--- config.mk ---
export PLATFORM = sky130hd
export DESIGN_NAME = boolean_assignment_commit
export DESIGN_NICKNAME = d
export VERILOG_FILES = /design/src/rtl/boolean_assignment_commit_pkg.sv /design/src/rtl/boolean_assignment_commit_accept.sv /design/src/rtl/boolean_assignment_commit.sv
export SDC_FILE = /design/constraint.sdc
export NUM_CORES = 1
export LEC_CHECK = 0
export CAP_MARGIN = 10
export CORE_MARGIN = 5
export CORE_UTILIZATION = 40
export CTS_BUF_LIST = sky130_fd_sc_hd__clkbuf_8 sky130_fd_sc_hd__clkbuf_16
export CTS_CLUSTER_SIZE = 8
export DETAILED_ROUTE_END_ITERATION = 6
export GPL_ROUTABILITY_DRIVEN = 0
export MAX_ROUTING_LAYER = met4
export PLACE_DENSITY = 0.61
export SLEW_MARGIN = 20
export SYNTH_ARGS = -nofsm -noshare
export SYNTH_HDL_FRONTEND = slang
export SYNTH_SLANG_ARGS = --single-unit
--- constraint.sdc ---
create_clock -name clk -period 2.5 [get_ports clk]
set_input_delay 0.75 -clock clk [delete_from_list [all_inputs] [get_ports clk]]
set_output_delay 0.75 -clock clk [all_outputs]
set_load 0.02 [all_outputs]
--- src/rtl/boolean_assignment_commit_pkg.sv ---
`default_nettype none
// ============================================================================
// Module   : boolean_assignment_commit_pkg
// Purpose  : Shared widths and FSM state encoding for the assignment commit stage.
// Revision : 1.0 - initial release
// ============================================================================
package boolean_assignment_commit_pkg;

    localparam int NUMBER_OF_BOOLEAN_VARIABLES = 2;
    localparam int COST_WIDTH                  = 8;

    typedef enum logic [2:0] {
        ST_IDLE   = 3'd0,
        ST_WAIT   = 3'd1,
        ST_DECIDE = 3'd2,
        ST_COMMIT = 3'd3,
        ST_DONE   = 3'd4
    } state_e;

endpackage
`default_nettype wire

--- src/rtl/boolean_assignment_commit_accept.sv ---
`default_nettype none
// ============================================================================
// Module   : boolean_accept_decision
// Purpose  : Metropolis-style accept test: take improvements, or worse moves by chance.
// Revision : 1.0 - initial release
// ============================================================================
module boolean_accept_decision #(
    parameter int         COST_WIDTH       = boolean_assignment_commit_pkg::COST_WIDTH,
    parameter logic [7:0] ACCEPT_THRESHOLD = 8'd32
) (
    input  logic [COST_WIDTH-1:0] i_new_cost,
    input  logic [COST_WIDTH-1:0] i_current_cost,
    input  logic [7:0]            i_random,
    output logic                  o_accept
);

    // Both comparisons are unsigned; a random byte equal to the threshold rejects.
    assign o_accept = (i_new_cost <= i_current_cost) | (i_random < ACCEPT_THRESHOLD);

endmodule
`default_nettype wire

--- src/rtl/boolean_assignment_commit.sv ---
`default_nettype none
// ============================================================================
// Module   : boolean_assignment_commit
// Purpose  : Captures proposals, decides accept/reject and commits the assignment.
// Revision : 1.0 - initial release
// ============================================================================
module boolean_assignment_commit #(
    parameter int          NUM_VARS         = boolean_assignment_commit_pkg::NUMBER_OF_BOOLEAN_VARIABLES,
    parameter int          COST_WIDTH       = boolean_assignment_commit_pkg::COST_WIDTH,
    parameter logic [7:0]  ACCEPT_THRESHOLD = 8'd32,
    parameter logic [15:0] MAX_ITERATIONS   = 16'd1000
) (
    input  logic                  clk,
    input  logic                  reset,
    input  logic                  in_start,
    input  logic [NUM_VARS-1:0]   in_initial_assignment_boolean,
    input  logic [COST_WIDTH-1:0] in_initial_cost,
    input  logic                  in_proposal_valid,
    output logic                  out_proposal_ready,
    input  logic [NUM_VARS-1:0]   in_new_assignment_boolean,
    input  logic [COST_WIDTH-1:0] in_new_cost,
    input  logic [7:0]            in_random,
    output logic [NUM_VARS-1:0]   out_current_assignment_boolean,
    output logic                  out_last_accepted,
    output logic [15:0]           out_iteration_count,
    output logic                  out_done,
    output logic                  out_solved
);

    import boolean_assignment_commit_pkg::*;

    state_e                r_state_q,      w_state_d;
    logic [NUM_VARS-1:0]   r_assign_q,     w_assign_d;
    logic [COST_WIDTH-1:0] r_cost_q,       w_cost_d;
    logic [NUM_VARS-1:0]   r_new_assign_q, w_new_assign_d;
    logic [COST_WIDTH-1:0] r_new_cost_q,   w_new_cost_d;
    logic [7:0]            r_random_q,     w_random_d;
    logic                  r_accept_q,     w_accept_d;
    logic                  r_last_q,       w_last_d;
    logic [15:0]           r_count_q,      w_count_d;
    logic                  r_done_q,       w_done_d;
    logic                  r_solved_q,     w_solved_d;
    logic                  r_ready_q,      w_ready_d;

    logic                  w_accept;
    logic [COST_WIDTH-1:0] w_commit_cost;
    logic [15:0]           w_count_inc;

    boolean_accept_decision #(
        .COST_WIDTH       (COST_WIDTH),
        .ACCEPT_THRESHOLD (ACCEPT_THRESHOLD)
    ) u_accept (
        .i_new_cost     (r_new_cost_q),
        .i_current_cost (r_cost_q),
        .i_random       (r_random_q),
        .o_accept       (w_accept)
    );

    assign w_commit_cost = r_accept_q ? r_new_cost_q : r_cost_q;
    assign w_count_inc   = r_count_q + 16'd1;

    always_comb begin
        w_state_d      = r_state_q;
        w_assign_d     = r_assign_q;
        w_cost_d       = r_cost_q;
        w_new_assign_d = r_new_assign_q;
        w_new_cost_d   = r_new_cost_q;
        w_random_d     = r_random_q;
        w_accept_d     = r_accept_q;
        w_last_d       = r_last_q;
        w_count_d      = r_count_q;
        w_done_d       = r_done_q;
        w_solved_d     = r_solved_q;
        w_ready_d      = r_ready_q;

        case (r_state_q)
            ST_IDLE, ST_DONE: begin
                if (in_start) begin
                    w_assign_d = in_initial_assignment_boolean;
                    w_cost_d   = in_initial_cost;
                    w_count_d  = 16'd0;
                    w_last_d   = 1'b0;
                    // An already-satisfying start finishes without consuming a proposal.
                    if (in_initial_cost == '0) begin
                        w_state_d  = ST_DONE;
                        w_done_d   = 1'b1;
                        w_solved_d = 1'b1;
                        w_ready_d  = 1'b0;
                    end else begin
                        w_state_d  = ST_WAIT;
                        w_done_d   = 1'b0;
                        w_solved_d = 1'b0;
                        w_ready_d  = 1'b1;
                    end
                end
            end
            ST_WAIT: begin
                if (in_proposal_valid) begin
                    w_new_assign_d = in_new_assignment_boolean;
                    w_new_cost_d   = in_new_cost;
                    w_random_d     = in_random;
                    w_ready_d      = 1'b0;
                    w_state_d      = ST_DECIDE;
                end
            end
            ST_DECIDE: begin
                w_accept_d = w_accept;
                w_state_d  = ST_COMMIT;
            end
            ST_COMMIT: begin
                if (r_accept_q) begin
                    w_assign_d = r_new_assign_q;
                    w_cost_d   = r_new_cost_q;
                end
                w_last_d  = r_accept_q;
                w_count_d = w_count_inc;
                // A solved assignment wins over an exhausted budget.
                if (w_commit_cost == '0) begin
                    w_state_d  = ST_DONE;
                    w_done_d   = 1'b1;
                    w_solved_d = 1'b1;
                end else if (w_count_inc == MAX_ITERATIONS) begin
                    w_state_d  = ST_DONE;
                    w_done_d   = 1'b1;
                    w_solved_d = 1'b0;
                end else begin
                    w_state_d  = ST_WAIT;
                    w_ready_d  = 1'b1;
                end
            end
            default: begin
                w_state_d = ST_IDLE;
                w_ready_d = 1'b0;
                w_done_d  = 1'b0;
            end
        endcase
    end

    always_ff @(posedge clk) begin
        if (reset) begin
            r_state_q      <= ST_IDLE;
            r_assign_q     <= '0;
            r_cost_q       <= '0;
            r_new_assign_q <= '0;
            r_new_cost_q   <= '0;
            r_random_q     <= '0;
            r_accept_q     <= 1'b0;
            r_last_q       <= 1'b0;
            r_count_q      <= '0;
            r_done_q       <= 1'b0;
            r_solved_q     <= 1'b0;
            r_ready_q      <= 1'b0;
        end else begin
            r_state_q      <= w_state_d;
            r_assign_q     <= w_assign_d;
            r_cost_q       <= w_cost_d;
            r_new_assign_q <= w_new_assign_d;
            r_new_cost_q   <= w_new_cost_d;
            r_random_q     <= w_random_d;
            r_accept_q     <= w_accept_d;
            r_last_q       <= w_last_d;
            r_count_q      <= w_count_d;
            r_done_q       <= w_done_d;
            r_solved_q     <= w_solved_d;
            r_ready_q      <= w_ready_d;
        end
    end

    assign out_proposal_ready             = r_ready_q;
    assign out_current_assignment_boolean = r_assign_q;
    assign out_last_accepted              = r_last_q;
    assign out_iteration_count            = r_count_q;
    assign out_done                       = r_done_q;
    assign out_solved                     = r_solved_q;

endmodule
`default_nettype wire

==> results of run 1 <==
metrics by stage:
step	utilization, %	setup slack [ns]	area [sq um]	power (mW)
6_report	51.2	0.175	3420	1.78
5_1_grt	51.2	0.0363	3420	1.87
4_1_cts	51.2	0.159	3420	1.80
3_5_place_dp	49.4	0.0591	3300	1.20
3_3_place_gp	49.4	0.0673	3300	1.20
2_1_floorplan	-	0.215	2710	1.06
layout make-up:
type | instances | area, sq um
Sequential cell | 47 | 942
Fill cell | 659 | 3260
Tap cell | 80 | 100
Clock inverter | 2 | 35.0
Inverter | 13 | 48.8
Multi-Input combinational cell | 273 | 1600
Clock buffer | 6 | 82.6
Timing Repair Buffer | 64 | 613
power breakdown:
part           total (mW)  internal (mW)  switching, mW  leakage [nW]
registers           0.837          0.793         0.0441         0.383
logic               0.351          0.161          0.190         0.781
clock network       0.596          0.324          0.271        0.0612
total                1.78           1.28          0.505          1.23
cells by family (layout without fill, tap and decap cells):
logic type / after synthesis / after routing
AO/OA/AOI/OAI: 90 / 90
XOR/XNOR: 3 / 3
adder cells (fa/ha/maj): 10 / 10
buffers and inverters: 39 / 85
flip-flops: 47 / 47
multiplexers: 2 / 2
AND/OR/NAND/NOR: 168 / 168
routing by layer:
| layer | GRT usage (%) | wire length, um | vias up | share of wire, % |
|---|---|---|---|---|
| li1 | - | - | 1383 | - |
| met4 | 4.58 | 85 | 0 | 1.1 |
| met3 | 2.92 | 305 | 9 | 4.1 |
| met5 | - | 0 | - | 0 |
| met2 | 29.3 | 3580 | 65 | 48 |
| met1 | 22.4 | 3450 | 1279 | 46 |
timing repair:
item | CTS | global route
endpoints found under the setup margin | 0 | 2
resized for setup | 0 | 1
buffers inserted | 0 | 0
path summary, 6_finish.rpt:
kind	from	endpoint	slack, ns	cells past startpoint
setup / recovery	out_iteration_count[1]	out_solved	0.17	7
hold / removal	r_random_q[5]	r_random_q[5]	0.46	2
setup reg to reg	out_iteration_count[1]	out_solved	0.17	7
hold reg to reg	r_random_q[5]	r_random_q[5]	0.46	2
Yosys cell counts (3+ instances only):
cell type  number  share of area, %
a22oi_1         4               1.1
o21ai_0        12               2.2
nor3_1          9               1.7
nand4_1         8               1.8
nand2b_1        3              0.69
clkbuf_1       16               2.2
o41ai_1         3              0.97
a21oi_1        36               6.7
a2111oi_0       3              0.97
a311oi_1        6               1.9
nor2_1         57               7.9
nand3b_1        3              0.83
ha_1           10               4.6
nor4_1         15               3.5
buf_2           4              0.74
a211oi_1        3              0.83
dfxtp_1        47                35
o2bb2ai_1       4               1.3
buf_4           3              0.83
o21a_1          4               1.1
nand3_1         4              0.74
nand2_1        48               6.7
and3_1          3              0.69
inv_1          13               1.8
worst register-to-register path, stage by stage (launching register included):
cell and delay (ns):
dfxtp_1 0.51, ha_1 0.36, nand4_1 0.23, nor4_1 0.36, xor2_1 0.18, a2111oi_4 0.22
nand3b_2 0.18, o2bb2ai_1 0.17
cells in the final DEF, fill, tap and decap left out, types with 6 or more instances in the layout:
master	n
ha_1	10
nand4_1	8
nor4_1	15
nand2_1	48
nor2_1	57
a21oi_1	36
clkbuf_8	6
dfxtp_1	46
nor3_1	9
o21ai_0	12
inv_1	13
clkdlybuf4s50_1	48
buf_4	15
a311oi_1	6
flip-flops by register name (all words and copies together), names as in the netlist:
register,cells
r_state_q,3
r_cost_q,8
r_random_q,3
r_new_assign_q,2
out_iteration_count,16
out_done,1
out_current_assignment_boolean,2
r_new_cost_q,8
r_accept_q,1
out_proposal_ready,1
out_last_accepted,1
out_solved,1
==> results.json, run 1 <==
{
  "finalSetupViolCount": 0,
  "area_delta_synth_final_pct": 26.2,
  "overflow": 0,
  "dieHeight_um": 92.3,
  "slowest_stage": "dfxtp_1",
  "clkSlewWorstSetupHoldPaths_ns": 0.09,
  "avgViaCountPerCell": 5.64,
  "cts_tree": "done",
  "synth_fp_nets": 401,
  "synthFlopType": "dfxtp_1",
  "first_iter_violations": 135,
  "final_cells": 485,
  "fp.dieW_um": 92.3,
  "drive_gt1_share_pct": 8.15,
  "port_buffers": 48,
  "core_area_sq_um": 6680,
  "crit_fanout": 8,
  "first_pass_iters": 5,
  "antenna_found_initial": 0,
  "initial_core_util_pct": 40.5,
  "synth_xor_xnor_area_share_pct": 0.970,
  "synth_top_family_by_area": "simple AND/OR/NAND/NOR gates",
  "cpPeakStageDelay_ns": 0.51,
  "dp.cells": 477,
  "track_usage_pct": 17.6,
  "rsz0062_at_grt": "no",
  "insertion_delay_ns": 0.31,
  "worstSetupStartpointType": "flip-flop",
  "async_flop_share_pct": 0,
  "synth-edff-count": 0,
  "yosysWarnings": 0,
  "synth_mux_area_share_pct": 0.739,
  "final_nets": 446,
  "dp_hpwl_mm": 5.28,
  "fin_skew_ns": 0.0105,
  "root_buffer": "clkbuf_8",
  "synth_compound_area_share_pct": 22.4,
  "finalHoldViolations": 0,
  "min_path_type": "reg -> reg",
  "total_leakage_power_nw": 1.23,
  "yosysUniqueCellTypes": 56,
  "status": "finished, final reports clean",
  "htreeDepth": 2,
  "synthAdderAreaFrac_pct": 4.62,
  "crit_buf_inv": 0,
  "netlist_area_sq_um": 2710,
  "num_rows": 30,
  "cts_made_buffers": 5,
  "cts.sink_count": 47,
  "fin_tns_setup_ns": 0,
  "vias": 2736,
  "yosys.area_share.simple_pct": 30.3,
  "endpoint_kind": "flip-flop",
  "slew_headroom_pct": 47.9,
  "ys_seq_area_share_pct": 34.7,
  "worst_pin_slew_ns": 0.779,
  "num_antenna_cells": 0,
  "wl_per_cell_um": 15.3,
  "cts_hold_buffers": 0,
  "cap_violations": 0,
  "drt_wl_total_mm": 7.42,
  "crit_family": "simple AND/OR/NAND/NOR gates",
  "grt_pass1_vias": 2425,
  "drv_slew": 0,
  "grt_max_degree": 49,
  "ioPinCount": 54,
  "drc": 0,
  "ir_worst_vdd_mv": 0.182,
  "critPathKind": "reg -> reg",
  "period_needed_ns": 2.33,
  "power.density_nw_per_um2": 522,
  "fmax_mhz": 430,
  "grt_pass1_wl_mm": 11.9,
  "hold_slack_ns": 0.461,
  "clockBufferDepth": 2,
  "synth_area_per_cell_sq_um": 7.55,
  "path_cells": "ha_1 -> nand4_1 -> nor4_1 -> xor2_1 -> a2111oi_4 -> nand3b_2 -> o2bb2ai_1",
  "crit_arrival_ns": 2.52,
  "syn_inst": 359,
  "fin_crit_sh_pct": 93.0,
  "ys_seq_elements": 47,
  "ant_nets": 0,
  "worst_ep_required_time_ns": 2.69,
  "dieArea_sq_um": 8520
}
Note: power is estimated with default switching activity, not from simulation.
==> run 2, diff against run 1 <==
--- a/config.mk
+++ b/config.mk
@@ -12,9 +12,9 @@
 export CTS_CLUSTER_SIZE = 8
 export DETAILED_ROUTE_END_ITERATION = 6
 export GPL_ROUTABILITY_DRIVEN = 0
+export GPL_TIMING_DRIVEN = 0
 export MAX_ROUTING_LAYER = met4
 export PLACE_DENSITY = 0.61
-export SLEW_MARGIN = 20
 export SYNTH_ARGS = -nofsm -noshare
 export SYNTH_HDL_FRONTEND = slang
 export SYNTH_SLANG_ARGS = --single-unit
==> run 2 against run 1 <==
Net effect:
- global-route usage increased by 1.3 points
- combinational power increased by 1%
- critical path depth decreased by 2
- register-to-register slack improved by 0.11 ns
- worst hold slack improved by 0.0018 ns
- critical path type is now in -> reg
- largest cell class unchanged
==> results.json, run 2 (same netlist as run 1, synthesis figures left out) <==
{
  "dp.cells": 487,
  "vias": 2748,
  "hold_slack_ns": 0.462,
  "num_rows": 30,
  "worst_ep_required_time_ns": 2.71,
  "crit_family": "buffers and inverters",
  "status": "finished, final reports clean",
  "cts.sink_count": 47,
  "dp_hpwl_mm": 5.67,
  "ant_nets": 0,
  "layout_commonest_cell": "nor2_1",
  "fin_tns_setup_ns": 0,
  "finalHoldViolations": 0,
  "core_area_sq_um": 6680,
  "final_cell_mix": "57 x nor2_1, 48 x nand2_1, 48 x clkdlybuf4s50_1, 45 x dfxtp_1, 36 x a21oi_1",
  "track_usage_pct": 18.9,
  "wl_per_cell_um": 15.5,
  "post-cts-setup-buffers": 0,
  "worstSetupStartpointType": "input pin",
  "largest_reg_flops": 16,
  "crit_buf_inv": 2,
  "cts_made_buffers": 5,
  "cap_violations": 0,
  "fmax_mhz": 444,
  "final_nets": 455,
  "grt_max_degree": 15,
  "first_iter_violations": 119,
  "crit_arrival_ns": 2.46,
  "overflow": 0,
  "drive_gt1_share_pct": 6.52,
  "slew_headroom_pct": 48.7,
  "crit_fanout": 10,
  "final_cells": 494,
  "grt_pass1_wl_mm": 12.8,
  "area_delta_synth_final_pct": 25.8,
  "drt_wl_total_mm": 7.64,
  "fin_skew_ns": 0.00471,
  "finalSetupViolCount": 0,
  "dieHeight_um": 92.3,
  "initial_core_util_pct": 40.5,
  "drv_slew": 0,
  "antenna_found_initial": 0,
  "avgViaCountPerCell": 5.56,
  "place_ws_ns": -0.116,
  "first_pass_iters": 4,
  "clockBufferDepth": 2,
  "min_path_type": "reg -> reg",
  "path_cells": "clkdlybuf4s50_1 -> nand2_1 -> clkbuf_1 -> nand2_1 -> a311oi_1",
  "grt_pass1_vias": 2603,
  "dieArea_sq_um": 8520,
  "drc": 0,
  "htreeDepth": 2,
  "total_leakage_power_nw": 1.20,
  "ir_worst_vdd_mv": 0.220,
  "slowest_stage": "clkdlybuf4s50_1",
  "clkSlewWorstSetupHoldPaths_ns": 0.09,
  "port_buffers": 48,
  "root_buffer": "clkbuf_8",
  "fin_crit_sh_pct": 90.2,
  "endpoint_kind": "flip-flop",
  "insertion_delay_ns": 0.30,
  "cts_hold_buffers": 0,
  "rsz0062_at_grt": "no",
  "cts_tree": "done",
  "fp.dieW_um": 92.3,
  "finalPower_mw": 1.77,
  "cpPeakStageDelay_ns": 0.43,
  "critPathKind": "in -> reg",
  "ioPinCount": 54,
  "period_needed_ns": 2.25,
  "worst_pin_slew_ns": 0.767,
  "num_antenna_cells": 0,
  "power.density_nw_per_um2": 518,
  "cp_common_cell": "nand2_1",
  "layout_setup_ws_ns": 0.245
}
## run 2: changes by cell type in the layout (fill, tap and decap cells not counted), sizes merged
cell / before / now
buf: 16 / 10
clkbuf: 6 / 21
## run 2: worst paths after layout
path | start | end | slack [ns] | depth (start not counted)
worst max register to register | out_iteration_count[0] | out_solved | 0.28 | 7
worst min register to register | r_new_assign_q[0] | r_new_assign_q[0] | 0.46 | 2
worst min-delay path | r_new_assign_q[0] | r_new_assign_q[0] | 0.46 | 2
worst max-delay path | in_start | out_iteration_count[9] | 0.25 | 5
## run 2: layout make-up
cell class                      instances  area, sq um
Timing Repair Buffer                   48          480
Clock buffer                            6         82.6
Tap cell                               80          100
Multi-Input combinational cell        273         1600
Fill cell                             668         3270
Inverter                               13         48.8
Clock inverter                          2         35.0
Sequential cell                        47          943
Buffer                                 25          118
## run 2: metrics by stage
step	cell area [sq um]	util (%)
detailed placement	3290	49.2
floorplan	2710	-
CTS	3410	51.0
finish	3410	51.0
global route	3410	51.0
global placement	3290	49.2
## run 2: per-layer routing
metal  vias up  share of wire [%]  global-route usage (%)
met4         0               0.99                    5.20
met1      1281                 45                    23.6
met5         -                  0                       -
met3         7                5.0                    3.17
met2        59                 49                    31.8
li1       1401                  -                       -
## run 2: worst register-to-register path: stages, from the launching register on
cell and delay, ns:
dfxtp_2 0.44, ha_2 0.31, nand4_1 0.22, nor4_1 0.37, xor2_1 0.19, a2111oi_4 0.23
nand3b_2 0.18, o2bb2ai_1 0.17
## run 2: timing repair
action / 4_1_cts / 5_1_grt
setup endpoints to repair: 4 / 5
endpoints found under the hold margin: 0 / 0
gates resized for setup: 2 / 1
## run 2: power by group
part | total [mW] | leakage (nW) | internal, mW | switching [mW]
Combinational | 0.355 | 0.759 | 0.153 | 0.202
Sequential | 0.826 | 0.384 | 0.793 | 0.0333
Clock | 0.585 | 0.0612 | 0.324 | 0.261
Total | 1.77 | 1.20 | 1.27 | 0.496
==> run 3, diff against run 2 <==
--- a/config.mk
+++ b/config.mk
@@ -5,6 +5,7 @@
 export SDC_FILE = /design/constraint.sdc
 export NUM_CORES = 1
 export LEC_CHECK = 0
+export ABC_CLOCK_PERIOD_IN_PS = 2500
 export CAP_MARGIN = 10
 export CORE_MARGIN = 5
 export CORE_UTILIZATION = 40
==> results of run 3 <==
No change in the layout: final DEF, timing and power equal those of run 2.
